--- src/rtl/mmio_uart_tx_pkg.sv ---
// mmio_uart_tx_pkg: register offsets, STATUS bit positions and TX FSM encodings for the UART transmitter
package mmio_uart_tx_pkg;
  localparam logic [1:0] UART_TXDATA  = 2'd0;
  localparam logic [1:0] UART_STATUS  = 2'd1;
  localparam logic [1:0] UART_BAUDDIV = 2'd2;
  localparam int ST_FULL  = 0;
  localparam int ST_EMPTY = 1;
  localparam int ST_BUSY  = 2;
  localparam int ST_OVF   = 3;
  localparam logic [1:0] S_IDLE  = 2'd0;
  localparam logic [1:0] S_START = 2'd1;
  localparam logic [1:0] S_DATA  = 2'd2;
  localparam logic [1:0] S_STOP  = 2'd3;
  function automatic logic [15:0] eff_div(input logic [15:0] d);
    return (d == 16'd0) ? 16'd1 : d;
  endfunction
endpackage

--- src/rtl/mmio_uart_tx_sync_fifo.sv ---
// sync_fifo: first-word fall-through FIFO; a push while full is legal only together with a pop
module sync_fifo #(
  parameter int WIDTH = 8,
  parameter int DEPTH = 16
) (
  input  logic             clk,
  input  logic             reset,
  input  logic             push,
  input  logic [WIDTH-1:0] din,
  input  logic             pop,
  output logic [WIDTH-1:0] dout,
  output logic             full,
  output logic             empty
);
  localparam int AW = $clog2(DEPTH);
  logic [WIDTH-1:0] mem_q [DEPTH];
  logic [AW:0] wptr_q, wptr_d, rptr_q, rptr_d;
  always_comb begin
    wptr_d = wptr_q + {{AW{1'b0}}, push};
    rptr_d = rptr_q + {{AW{1'b0}}, pop};
  end
  always_ff @(posedge clk) begin
    if (reset) begin
      wptr_q <= '0;
      rptr_q <= '0;
    end else begin
      wptr_q <= wptr_d;
      rptr_q <= rptr_d;
    end
  end
  always_ff @(posedge clk) if (push) mem_q[wptr_q[AW-1:0]] <= din;
  assign dout  = mem_q[rptr_q[AW-1:0]];
  assign empty = wptr_q == rptr_q;
  assign full  = (wptr_q[AW] != rptr_q[AW]) && (wptr_q[AW-1:0] == rptr_q[AW-1:0]);
endmodule

--- src/rtl/mmio_uart_tx.sv ---
// mmio_uart_tx: memory-mapped 8N1 UART transmitter with TX FIFO, baud divider and registered read port
module mmio_uart_tx
  import mmio_uart_tx_pkg::*;
#(
  parameter int FIFO_DEPTH   = 16,
  parameter int BAUD_DIV_RST = 434
) (
  input  logic        clk,
  input  logic        reset,
  input  logic        sel,
  input  logic [3:0]  MemWrite_EN,
  input  logic [31:0] MemAddr,
  input  logic [31:0] WriteData,
  output logic [31:0] ReadData,
  output logic        uart_txd
);
  logic [1:0] state_q, state_d, off;
  logic [15:0] baud_q, baud_d, div_l_q, div_l_d, cnt_q, cnt_d, new_div;
  logic [2:0] bit_q, bit_d;
  logic [7:0] shift_q, shift_d, fifo_dout;
  logic [31:0] rd_q, rd_d;
  logic [3:0] status;
  logic ovf_q, ovf_d, full, empty, busy, tick, pop, push_req, push, ovf_clr;
  logic unused;
  assign unused   = ^{MemAddr[31:4], MemAddr[1:0], WriteData[31:16]};
  assign off      = MemAddr[3:2];
  assign busy     = state_q != S_IDLE;
  assign tick     = cnt_q == 16'd0;
  assign new_div  = eff_div(baud_q);
  // STOP hands straight to the next START when data is waiting, so frames run back to back
  assign pop      = !empty && (state_q == S_IDLE || (state_q == S_STOP && tick));
  assign push_req = sel && off == UART_TXDATA && MemWrite_EN[0];
  assign push     = push_req && (!full || pop);
  assign ovf_clr  = sel && off == UART_STATUS && MemWrite_EN[0] && WriteData[ST_OVF];
  assign uart_txd = state_q == S_START ? 1'b0 : state_q == S_DATA ? shift_q[0] : 1'b1;
  assign ReadData = rd_q;
  sync_fifo #(.WIDTH(8), .DEPTH(FIFO_DEPTH)) u_fifo (
    .clk(clk), .reset(reset), .push(push), .din(WriteData[7:0]), .pop(pop),
    .dout(fifo_dout), .full(full), .empty(empty)
  );
  always_comb begin
    state_d = state_q;
    cnt_d   = tick ? div_l_q - 16'd1 : cnt_q - 16'd1;
    div_l_d = div_l_q;
    bit_d   = bit_q;
    shift_d = shift_q;
    if (pop) begin
      state_d = S_START;
      shift_d = fifo_dout;
      div_l_d = new_div;
      cnt_d   = new_div - 16'd1;
    end else if (state_q == S_IDLE) begin
      cnt_d = cnt_q;
    end else if (tick) begin
      state_d = state_q == S_START ? S_DATA : state_q == S_STOP ? S_IDLE : bit_q == 3'd7 ? S_STOP : S_DATA;
      bit_d   = state_q == S_DATA ? bit_q + 3'd1 : 3'd0;
      shift_d = state_q == S_DATA ? shift_q >> 1 : shift_q;
    end
  end
  always_comb begin
    baud_d = baud_q;
    if (sel && off == UART_BAUDDIV && MemWrite_EN[0]) baud_d[7:0] = WriteData[7:0];
    if (sel && off == UART_BAUDDIV && MemWrite_EN[1]) baud_d[15:8] = WriteData[15:8];
    ovf_d = (push_req && !push) || (ovf_q && !ovf_clr);
    status = 4'd0;
    status[ST_FULL]  = full;
    status[ST_EMPTY] = empty;
    status[ST_BUSY]  = busy;
    status[ST_OVF]   = ovf_q;
    rd_d = !sel ? 32'd0 : off == UART_STATUS ? {28'd0, status} : off == UART_BAUDDIV ? {16'd0, baud_q} : 32'd0;
  end
  always_ff @(posedge clk) begin
    if (reset) begin
      state_q <= S_IDLE;
      cnt_q   <= 16'd0;
      div_l_q <= 16'd1;
      bit_q   <= 3'd0;
      shift_q <= 8'd0;
      baud_q  <= 16'(BAUD_DIV_RST);
      ovf_q   <= 1'b0;
      rd_q    <= 32'd0;
    end else begin
      state_q <= state_d;
      cnt_q   <= cnt_d;
      div_l_q <= div_l_d;
      bit_q   <= bit_d;
      shift_q <= shift_d;
      baud_q  <= baud_d;
      ovf_q   <= ovf_d;
      rd_q    <= rd_d;
    end
  end
endmodule

--- config.mk ---
export PLATFORM = sky130hd
export DESIGN_NAME = mmio_uart_tx
export DESIGN_NICKNAME = d
export VERILOG_FILES = /design/src/rtl/mmio_uart_tx_pkg.sv /design/src/rtl/mmio_uart_tx_sync_fifo.sv /design/src/rtl/mmio_uart_tx.sv
export SDC_FILE = /design/constraint.sdc
export NUM_CORES = 1
export LEC_CHECK = 0
export ABC_AREA = 0
export CAP_MARGIN = 20
export CELL_PAD_IN_SITES_DETAIL_PLACEMENT = 2
export CELL_PAD_IN_SITES_GLOBAL_PLACEMENT = 2
export CORE_ASPECT_RATIO = 2
export CORE_MARGIN = 2
export CORE_UTILIZATION = 40
export DETAILED_ROUTE_END_ITERATION = 12
export PLACE_DENSITY_LB_ADDON = 0.1
export SYNTH_ARGS = -nofsm -noshare
export SYNTH_HDL_FRONTEND = slang
export SYNTH_SLANG_ARGS = --single-unit
--- constraint.sdc ---
create_clock -name clk -period 10.75 [get_ports clk]
set_clock_uncertainty 0.05 [all_clocks]
set_input_delay 2.15 -clock clk [delete_from_list [all_inputs] [get_ports clk]]
set_output_delay 2.15 -clock clk [all_outputs]
set_load 0.005 [all_outputs]
==> metrics.cfg <==
[sta]
setup_tns_ns = 0
grt_setup_unrepaired = false
fin_crit_ns = 5.17
max_freq_mhz = 193
finalSetupViolCount = 0
worst_pin_slew_ns = 1.08
finalCritPeriodShare = 0.481
slew-limit-headroom = 0.280
hold_violations = 0
drv_slew = 0

[routing]
drc = 0
viasPerCell = 5.74
wl_per_cell_um = 25.3
wl_um = 26700
num_vias = 6043
first_iter_violations = 313
drt_first_pass_iters = 4
drt.antenna.violating_nets = 0

[floorplanning]
die_h_um = 218
core_sq_mm = 0.0226
die_x_um = 111
rows = 78
pin_count = 104
start_util = 0.406
fp.dieArea_sq_mm = 0.0243

[place]
gp_congestion = 0.851
dpl.hpwl_um = 19400
dpl_cell_area_sq_mm = 0.00978
numPortBuffers = 39

[synthesis]
synth-edff-count = 128
synth-xor-area-share = 0.0191
synth_top_family_by_area = simple AND/OR/NAND/NOR gates
synthMuxAreaShare = 0.101
synth_fa_ha_area_frac = 0.00953
synth_seq_area_share = 0.610
synthTopCellsByArea = edfxtp_1 (42%), dfxtp_1 (19%), mux4_2 (9.8%)
ys_ff_latch = 216
async_flop_share = 0
syn_avg_cell_area_sq_um = 12.5
yosysTopAreaCell = edfxtp_1
synth-compound-area-share = 0.0972
synth_simple_gate_area_frac = 0.126
syn-cell-area_sq_mm = 0.00919
ys_warn_count = 0
yosys.cell_types.count = 61
syn-instance-count = 733
synth_top_area_frac = 0.418
ys.flop_type = edfxtp_1

[power_and_ir_drop]
p_int_mw = 1.72
switching_share = 0.337
p_seq_frac = 0.379
p_clk_frac = 0.312
p_per_area_mw_per_mm2 = 246
power_mw = 2.59
pwr-share-comb = 0.309
switching_power_mw = 0.873
vdd_drop_max_mv = 0.157
power_leakage_nw = 3.46

[clock_network]
cts_root_buf = clkbuf_16
cts_tree = built
htree_levels = 1
path_clk_slew_ns = 0.07
hold_buffers = 0
post_cts_buffers = 0
clk_latency_ns = 0.51
cts_made_buffers = 21
cts_resized = 0
cts.sinks = 216
cts_buffer_depth = 3

[global_routing]
grt.total_usage = 0.226
grt_overflow = 0
grt_start_max_net_pins = 65
grt_pass1_vias = 6980
antenna_found_initial = 0
grt_pass1_wl_um = 41400

[critical_path]
cp.arrival_ns = 5.24
worstPathMaxFanout = 8
rr_endpoint = cnt_q[10]
cp-start-kind = primary input
critPathLaunch = sel
critical_path_class = primary input to flip-flop
end_kind = flip-flop
worstPathRequired_ns = 10.82
ff2ff_path_depth = 13
rrSetupSlack_ns = 5.95
r2r-start = cnt_q[0]

[cells_and_area]
area_growth_syn_to_layout_pct = 14.6
fin_area_sq_mm = 0.0105
drive_above_1_share = 0.133
antenna_cells = 0
nNetsFinal = 837
fin_util = 0.465

[worst_hold_path]
min_to = div_l_q[15]
hold_start = div_l_q[15]
hold_depth = 2
min_path_type = flip-flop to flip-flop

[status]
status = finished clean

[flow_run]
maxCapViolations = 0

[power by group through the flow]
stage | sequential [mW] | combinational [mW] | clock, mW
floorplan | 0.977 | 0.574 | 0
global placement | 0.996 | 0.766 | 0
detailed placement | 0.999 | 0.809 | 0
CTS | 0.982 | 0.813 | 0.830
global route | 0.990 | 0.878 | 0.855
finish | 0.981 | 0.800 | 0.809
[worst max-delay path: stages]
cell	delay, ns
clkdlybuf4s50_1	0.70
and3b_1	0.26
nor3b_1	0.78
or3b_2	0.55
nor2_1	0.79
[cells in the mapped netlist, types with 6 or more instances]
cell type  number
a211oi_1       12
a21oi_1        51
a311oi_1        8
and2_1         14
and3_1          6
buf_2           6
buf_4          16
clkbuf_1       35
dfxtp_1        88
edfxtp_1      128
ha_1            7
inv_1           6
mux4_2         40
nand2_1        78
nand3_1        27
nor2_1         66
nor2b_1         6
nor3_1         18
o21ai_0        16
or3_1           7
xnor2_1        11
xor2_1          9
[kinds of logic after synthesis]
kind of cell             after synthesis
AO/OA/AOI/OAI                        132
XOR/XNOR                              20
other                                  1
AND/OR/NAND/NOR                      245
multiplexers                          43
flip-flops                           216
buffers and inverters                 69
adder cells (fa/ha/maj)                7
[worst max path at each step]
stage                              end  slack, ns  depth (start not counted)
detailed placement  u_fifo.mem_q[1][3]       5.03                          5
CTS                 u_fifo.mem_q[1][1]       5.57                          5
global route        u_fifo.mem_q[3][6]       5.46                          5
finish              u_fifo.mem_q[1][5]       5.58                          5
floorplan           u_fifo.mem_q[0][0]       6.44                          4
global placement    u_fifo.mem_q[1][0]       5.12                          5
[state kept, by name, summed over array words and instances, names as in the netlist]
name / cells
u_fifo.rptr_q: 5
ovf_q: 1
div_l_q: 16
bit_q: 3
state_q: 2
shift_q: 8
baud_q: 16
cnt_q: 16
u_fifo.wptr_q: 5
u_fifo.mem_q: 128
ReadData: 16
[cells in the final DEF (no fill, tap or decap), types with 16 or more instances in the layout]
cell and n:
edfxtp_1 128, dfxtp_1 87, nand2_1 78, nor2_1 66, a21oi_1 51, mux4_2 40, clkdlybuf4s50_1 38, nand3_1 27
clkbuf_16 21, nor3_1 18, o21ai_0 16, conb_1 16
[final cells by class]
cell class | instances | area, sq um
Clock inverter | 16 | 228
Timing Repair Buffer | 51 | 495
Inverter | 6 | 22.5
Fill cell | 2220 | 12100
Tap cell | 280 | 350
Sequential cell | 216 | 5610
Multi-Input combinational cell | 463 | 3310
Clock buffer | 21 | 526
[layer usage]
layer / global-route usage / up-vias / share of wire
li1: - / 2761 / -
met1: 0.215 / 3096 / 0.33
met2: 0.465 / 121 / 0.60
met3: 0.0227 / 65 / 0.023
met4: 0.109 / 0 / 0.046
met5: 0 / - / 0
[per-stage QoR]
stage          worst slack, ns  hold WS (ns)  std cells
3_5_place_dp              5.03         0.408       1016
5_1_grt                   5.46         0.442       1053
3_3_place_gp              5.12         0.397       1015
4_1_cts                   5.57         0.417       1053
2_1_floorplan             6.44         0.387        748
6_report                  5.58         0.416       1053
No activity file was read; power rests on OpenSTA's default activity.
